==> src/rtl/iq_ctl_pkg.sv <==
// Shared defaults for the instruction-queue controller (depth, widths, port counts).
package iq_ctl_pkg;
    localparam int IQ_DEPTH     = 16;
    localparam int IQ_AW        = $clog2(IQ_DEPTH);
    localparam int IQ_DATA_W    = 64;
    localparam int IQ_ISS_PORTS = 3;
    localparam int IQ_WB_PORTS  = 3;
    localparam int IQ_COMMIT_W  = 2;
endpackage

==> src/rtl/iq_ctl_commit_sel.sv <==
// Commit selector: from head, takes the longest run of valid & finished entries,
// capped at COMMIT_W, and reports it as a bit mask plus a count.
module iq_commit_sel
    import iq_ctl_pkg::*;
#(
    parameter int DEPTH    = IQ_DEPTH,
    parameter int AW       = $clog2(DEPTH),
    parameter int COMMIT_W = IQ_COMMIT_W,
    parameter int CW       = $clog2(COMMIT_W) + 1
) (
    input  logic [AW-1:0]    head_i,
    input  logic [DEPTH-1:0] valid_i,
    input  logic [DEPTH-1:0] finished_i,
    output logic [DEPTH-1:0] commit_bit_o,
    output logic [CW-1:0]    commit_cnt_o
);
    logic          run;
    logic [AW-1:0] idx;

    always_comb begin
        commit_bit_o = '0;
        commit_cnt_o = '0;
        run          = 1'b1;
        idx          = head_i;
        // Index arithmetic wraps mod DEPTH, so a run may cross DEPTH-1 -> 0.
        for (int k = 0; k < COMMIT_W; k++) begin
            idx = head_i + AW'(k);
            if (run && valid_i[idx] && finished_i[idx]) begin
                commit_bit_o[idx] = 1'b1;
                commit_cnt_o      = commit_cnt_o + CW'(1);
            end else begin
                run = 1'b0;
            end
        end
    end
endmodule

==> src/rtl/iq_ctl.sv <==
// Instruction-queue controller: circular buffer with issue/finish marks, in-order
// multi-wide commit and, when IQ_FLUSH_EN is defined, mispredict flush.
module iq_ctl
    import iq_ctl_pkg::*;
#(
    parameter int DEPTH     = IQ_DEPTH,
    parameter int AW        = $clog2(DEPTH),
    parameter int DATA_W    = IQ_DATA_W,
    parameter int ISS_PORTS = IQ_ISS_PORTS,
    parameter int WB_PORTS  = IQ_WB_PORTS,
    parameter int COMMIT_W  = IQ_COMMIT_W,
    parameter int CW        = $clog2(COMMIT_W) + 1
) (
    input  logic                    clk,
    input  logic                    nrst,
    input  logic                    in_valid,
    output logic                    in_ready,
    input  logic [DATA_W-1:0]       in_data,
    output logic [AW-1:0]           in_pos,
    input  logic [ISS_PORTS-1:0]    iss_valid,
    input  logic [ISS_PORTS*AW-1:0] iss_pos,
    input  logic [WB_PORTS-1:0]     wb_valid,
    input  logic [WB_PORTS*AW-1:0]  wb_pos,
    input  logic                    flush,
    input  logic [AW-1:0]           flush_pos,
    output logic [DEPTH*DATA_W-1:0] entry_data,
    output logic [DEPTH-1:0]        valid_o,
    output logic [DEPTH-1:0]        issued_o,
    output logic [DEPTH-1:0]        finished_o,
    output logic [DEPTH-1:0]        commit_bit,
    output logic [CW-1:0]           commit_cnt,
    output logic [AW-1:0]           head_o,
    output logic [AW-1:0]           tail_o,
    output logic [AW:0]             count_o
);
    logic [AW-1:0]     head_q, head_d, tail_q, tail_d;
    logic [AW:0]       count_q, count_d;
    logic [DEPTH-1:0]  valid_q, valid_d, issued_q, issued_d, finished_q, finished_d;
    logic [DATA_W-1:0] data_q [DEPTH];

    logic [DEPTH-1:0]  squash, ins_hit, iss_hit, wb_hit, clr, commit_valid;
    logic [AW:0]       sq_cnt;
    logic              full, do_ins;

    assign full   = (count_q == (AW+1)'(DEPTH));
    assign do_ins = in_valid & in_ready;

`ifdef IQ_FLUSH_EN
    logic [AW-1:0] rel_fp;
    assign rel_fp = flush_pos - head_q;

    // Younger than flush_pos means a larger head-relative age.
    always_comb begin
        squash = '0;
        sq_cnt = '0;
        for (int i = 0; i < DEPTH; i++) begin
            if (flush && valid_q[i] && ((AW'(i) - head_q) > rel_fp))
                squash[i] = 1'b1;
            sq_cnt = sq_cnt + (AW+1)'(squash[i]);
        end
    end

    assign in_ready = ~full & ~flush;
    assign tail_d   = flush ? (flush_pos + AW'(1)) : (tail_q + AW'(do_ins));
`else
    logic unused_flush;
    assign unused_flush = ^{flush, flush_pos};
    assign squash   = '0;
    assign sq_cnt   = '0;
    assign in_ready = ~full;
    assign tail_d   = tail_q + AW'(do_ins);
`endif

    // Squashed entries are kept out of the commit run so the two never overlap.
    assign commit_valid = valid_q & ~squash;

    iq_commit_sel #(
        .DEPTH    (DEPTH),
        .AW       (AW),
        .COMMIT_W (COMMIT_W),
        .CW       (CW)
    ) u_commit_sel (
        .head_i       (head_q),
        .valid_i      (commit_valid),
        .finished_i   (finished_q),
        .commit_bit_o (commit_bit),
        .commit_cnt_o (commit_cnt)
    );

    always_comb begin
        iss_hit = '0;
        wb_hit  = '0;
        for (int k = 0; k < ISS_PORTS; k++)
            if (iss_valid[k]) iss_hit[iss_pos[k*AW +: AW]] = 1'b1;
        for (int k = 0; k < WB_PORTS; k++)
            if (wb_valid[k]) wb_hit[wb_pos[k*AW +: AW]] = 1'b1;
    end

    genvar gi;
    generate
        for (gi = 0; gi < DEPTH; gi++) begin : g_entry
            assign ins_hit[gi]    = do_ins && (tail_q == AW'(gi));
            assign clr[gi]        = commit_bit[gi] | squash[gi];
            assign valid_d[gi]    = ins_hit[gi] | (valid_q[gi] & ~clr[gi]);
            assign issued_d[gi]   = ~ins_hit[gi] & ~clr[gi] &
                                    (issued_q[gi] | (valid_q[gi] & iss_hit[gi]));
            assign finished_d[gi] = ~ins_hit[gi] & ~clr[gi] &
                                    (finished_q[gi] | (valid_q[gi] & wb_hit[gi]));
            assign entry_data[gi*DATA_W +: DATA_W] = data_q[gi];
        end
    endgenerate

    assign head_d  = head_q + AW'(commit_cnt);
    assign count_d = count_q + (AW+1)'(do_ins) - (AW+1)'(commit_cnt) - sq_cnt;

    always_ff @(posedge clk or negedge nrst) begin
        if (!nrst) begin
            head_q     <= '0;
            tail_q     <= '0;
            count_q    <= '0;
            valid_q    <= '0;
            issued_q   <= '0;
            finished_q <= '0;
        end else begin
            head_q     <= head_d;
            tail_q     <= tail_d;
            count_q    <= count_d;
            valid_q    <= valid_d;
            issued_q   <= issued_d;
            finished_q <= finished_d;
        end
    end

    always_ff @(posedge clk or negedge nrst) begin
        if (!nrst) begin
            for (int i = 0; i < DEPTH; i++) data_q[i] <= '0;
        end else begin
            for (int i = 0; i < DEPTH; i++)
                if (ins_hit[i]) data_q[i] <= in_data;
        end
    end

    assign in_pos     = tail_q;
    assign head_o     = head_q;
    assign tail_o     = tail_q;
    assign count_o    = count_q;
    assign valid_o    = valid_q;
    assign issued_o   = issued_q;
    assign finished_o = finished_q;
endmodule
==> config.mk <==
export PLATFORM = sky130hd
export DESIGN_NAME = iq_ctl
export DESIGN_NICKNAME = d
export VERILOG_FILES = /design/src/rtl/iq_ctl_pkg.sv /design/src/rtl/iq_ctl_commit_sel.sv /design/src/rtl/iq_ctl.sv
export SDC_FILE = /design/constraint.sdc
export NUM_CORES = 2
export LEC_CHECK = 0
export CAP_MARGIN = 20
export CELL_PAD_IN_SITES_DETAIL_PLACEMENT = 0
export CELL_PAD_IN_SITES_GLOBAL_PLACEMENT = 1
export CORE_AREA = 2 2 465 467
export CTS_CLUSTER_SIZE = 40
export DETAILED_ROUTE_END_ITERATION = 6
export DIE_AREA = 0 0 467 469
export PLACE_DENSITY = 0.52
export SLEW_MARGIN = 40
export SYNTH_ARGS = -nofsm -noshare
export SYNTH_HDL_FRONTEND = slang
export SYNTH_SLANG_ARGS = --single-unit
export TNS_END_PERCENT = 1
==> constraint.sdc <==
create_clock -name clk -period 5.1 [get_ports clk]
set_input_delay 1.02 -clock clk [delete_from_list [all_inputs] [get_ports clk]]
set_output_delay 1.02 -clock clk [all_outputs]
set_load 0.02 [all_outputs]
==> flow_metrics.env <==
export IMPL_cts_clk_slew_worst_paths_ps=60
export IMPL_power_switching_mw=18.5
export IMPL_cts_sinks=1085
export IMPL_place_inst=6786
export IMPL_seq_area_um2=27200
export IMPL_start_util=0.197
export IMPL_antenna_found_initial=20
export IMPL_multiInputGateArea_um2=14300
export IMPL_dpl_hpwl_mm=132
export IMPL_core_area_um2=214000
export IMPL_vias_per_cell=4.16
export IMPL_drv_cap=0
export IMPL_gp_congestion=0.860
export IMPL_cts_tree="built"
export IMPL_setup_viol=0
export IMPL_ys_flop_type="dfrtp_1"
export IMPL_relSlewSlack=0.409
export IMPL_dieArea_um2=219000
export IMPL_wl_per_cell_um=26.7
export IMPL_portBuffers=1204
export IMPL_skew_ps=45.0
export IMPL_die_w_um=467
export IMPL_ys_async_sr_fraction=1.00
export IMPL_status="finished, final reports clean"
export IMPL_synthCells=2882
export IMPL_setup_slack_ps=189
export IMPL_yosysTopAreaCell="dfrtp_1"
export IMPL_hold_ws_ps=142
export IMPL_ant_nets=0
export IMPL_cp_end_kind="output pin"
export IMPL_required_ps=4080
export IMPL_grt_total_usage=0.167
export IMPL_row_count=170
export IMPL_rsz0062_at_grt="false"
export IMPL_yosysWarnings=0
export IMPL_dp_slack_ps=656
export IMPL_critPathLaunchType="flop"
export IMPL_grt_max_degree=122
export IMPL_synth_area_leaders="dfrtp_1 64%, mux2_2 26%, nand2_1 2.3%"
export IMPL_fin_tns_setup_ps=0
export IMPL_ys_types=50
export IMPL_area_delta_synth_final_pct=47.6
export IMPL_clock_path_buffers=3
export IMPL_cp_data_arrival_time_ps=3890
export IMPL_first_global_vias=30400
export IMPL_n_fill_cell=22000
export IMPL_grt_overflow_total=0
export IMPL_wl_mm=188
export IMPL_power_density_nw_per_um2=767
export IMPL_nets=4210
export IMPL_io_pins=1210
export IMPL_grt_pass1_wl_mm=256
export IMPL_peakVddDrop_mv=0.379
export IMPL_max_slew_worst_pin_slew_ps=887
export IMPL_vias=29200
export IMPL_postCtsHoldBufs=0
export IMPL_numCtsBuffers=135
export IMPL_die_h_um=469
export IMPL_avgSynthCellArea_um2=14.6
export IMPL_cp_max_fo=13
export IMPL_path_class="flop to output pin"
export IMPL_final_util=0.291
export IMPL_power_frac_comb=0.484
export IMPL_fmax_ghz=0.204
export IMPL_design_area_um2=62200
export IMPL_drt_iter0_drc=1626
export IMPL_ys_top_cells_by_count="1085 x dfrtp_1, 960 x mux2_2, 261 x nand2_1, 145 x clkbuf_1, 49 x nor2_1"
export IMPL_drive_above_1_share=0.314
export IMPL_synth_seq_area_share=0.644
export IMPL_finalCritPeriodShare=0.963
export IMPL_netlist_area_um2=42100
export IMPL_min_path_type="input pin to async pin"
export IMPL_synth_nets=3005
export IMPL_power_frac_seq=0.316
export IMPL_hold_violations=0
export IMPL_switching_share=0.388
export IMPL_ys_ff_latch=1085
export IMPL_post_dp_cell_area_um2=57700
export IMPL_synth_most_common_cell="dfrtp_1"
export IMPL_drv_slew=0
export IMPL_power_total_mw=47.7
export IMPL_clkPwrFrac=0.200
export IMPL_stdcell_count=7039
export IMPL_root_buffer="clkbuf_16"
export IMPL_h_tree_depth=4
export IMPL_worst_r2r_setup_slack_ps=920
export IMPL_synth_edf_count=0
export IMPL_min_period_ps=4910
export IMPL_drc_errors=0
export IMPL_synth_top_area_frac=0.644
export IMPL_p_int_mw=29.2
export IMPL_p_leak_nw=26.9
export IMPL_drt_first_pass_iters=5
export IMPL_clk_latency_ps=790
sequential cells by signal (all words and copies together), names as in the netlist:
signal,flops
count_o,5
entry_data,1024
issued_o,16
valid_o,16
in_pos,4
finished_o,16
head_o,4
placed cells by master (no fill, tap or decap), types with 32 or more instances in the layout:
cell type        instances
dfrtp_1               1084
clkbuf_16              140
inv_1                   35
nor2_1                  48
mux2_2                 960
a21oi_1                 32
buf_2                   41
buf_4                   43
clkbuf_1                39
nand2_1                249
clkdlybuf4s50_1       1152
power by group through the flow:
stage	Clock (mW)	Sequential [mW]	Combinational, mW
after floorplan	0	20.0	5.69
after global placement	0	14.9	23.3
after detailed placement	0	15.1	23.3
after CTS	9.87	15.0	23.4
after global routing	10.2	15.6	24.3
final	9.55	15.1	23.1
metal layers:
layer / share of wire / track usage / up-vias / routed length [µm]
li1: - / - / 12400 / -
met1: 0.41 / 0.202 / 15500 / 76700
met2: 0.47 / 0.271 / 1084 / 88300
met4: 0.026 / 0.0496 / 10 / 4980
met3: 0.096 / 0.0671 / 231 / 18100
met5: 0.00028 / 0 / - / 53
repair_timing:
action                     in CTS  in global routing
pin swaps                       1                  0
setup endpoints to repair      13                 10
setup buffers                   0                  0
gates resized for setup        11                 10
final timing paths:
path                                 from               to  depth (start not counted)
max in group asynchronous            nrst        in_pos[0]                          3
setup reg to reg                head_o[0]       count_o[4]                         18
min in group clk           entry_data[55]   entry_data[55]                          2
hold / removal                       nrst  entry_data[346]                          1
hold reg to reg            entry_data[55]   entry_data[55]                          2
setup / recovery                head_o[0]    commit_bit[4]                          8
critical path: stages (launching register included):
cell,delay (ps)
dfrtp_1,380
buf_4,230
inv_1,180
ha_2,460
mux4_2,320
a22oi_1,340
o41ai_4,220
o21ai_2,290
clkdlybuf4s50_1,670
area by class of cell:
type,count,area share
clock inverter,27,0.00569
clock buffer,206,0.0646
tap,2838,0.0571
multi-input combinational,1557,0.229
sequential,1085,0.436
timing repair buffer,1273,0.204
inverter,35,0.00211
antenna,18,0.000724
cells by family (layout without fill, tap and decap cells):
kind of cell / after synthesis / after routing / share of synthesized area
flip-flops: 1085 / 1085 / 0.644
multiplexers: 965 / 965 / 0.259
AND/OR/NAND/NOR: 431 / 431 / 0.0460
buffers and inverters: 240 / 1541 / 0.0231
AO/OA/AOI/OAI: 129 / 129 / 0.0187
adder cells (fa/ha/maj): 21 / 21 / 0.00659
XOR/XNOR: 11 / 11 / 0.00229
other: 0 / 18 / 0
(Power assumes the default switching activity.)
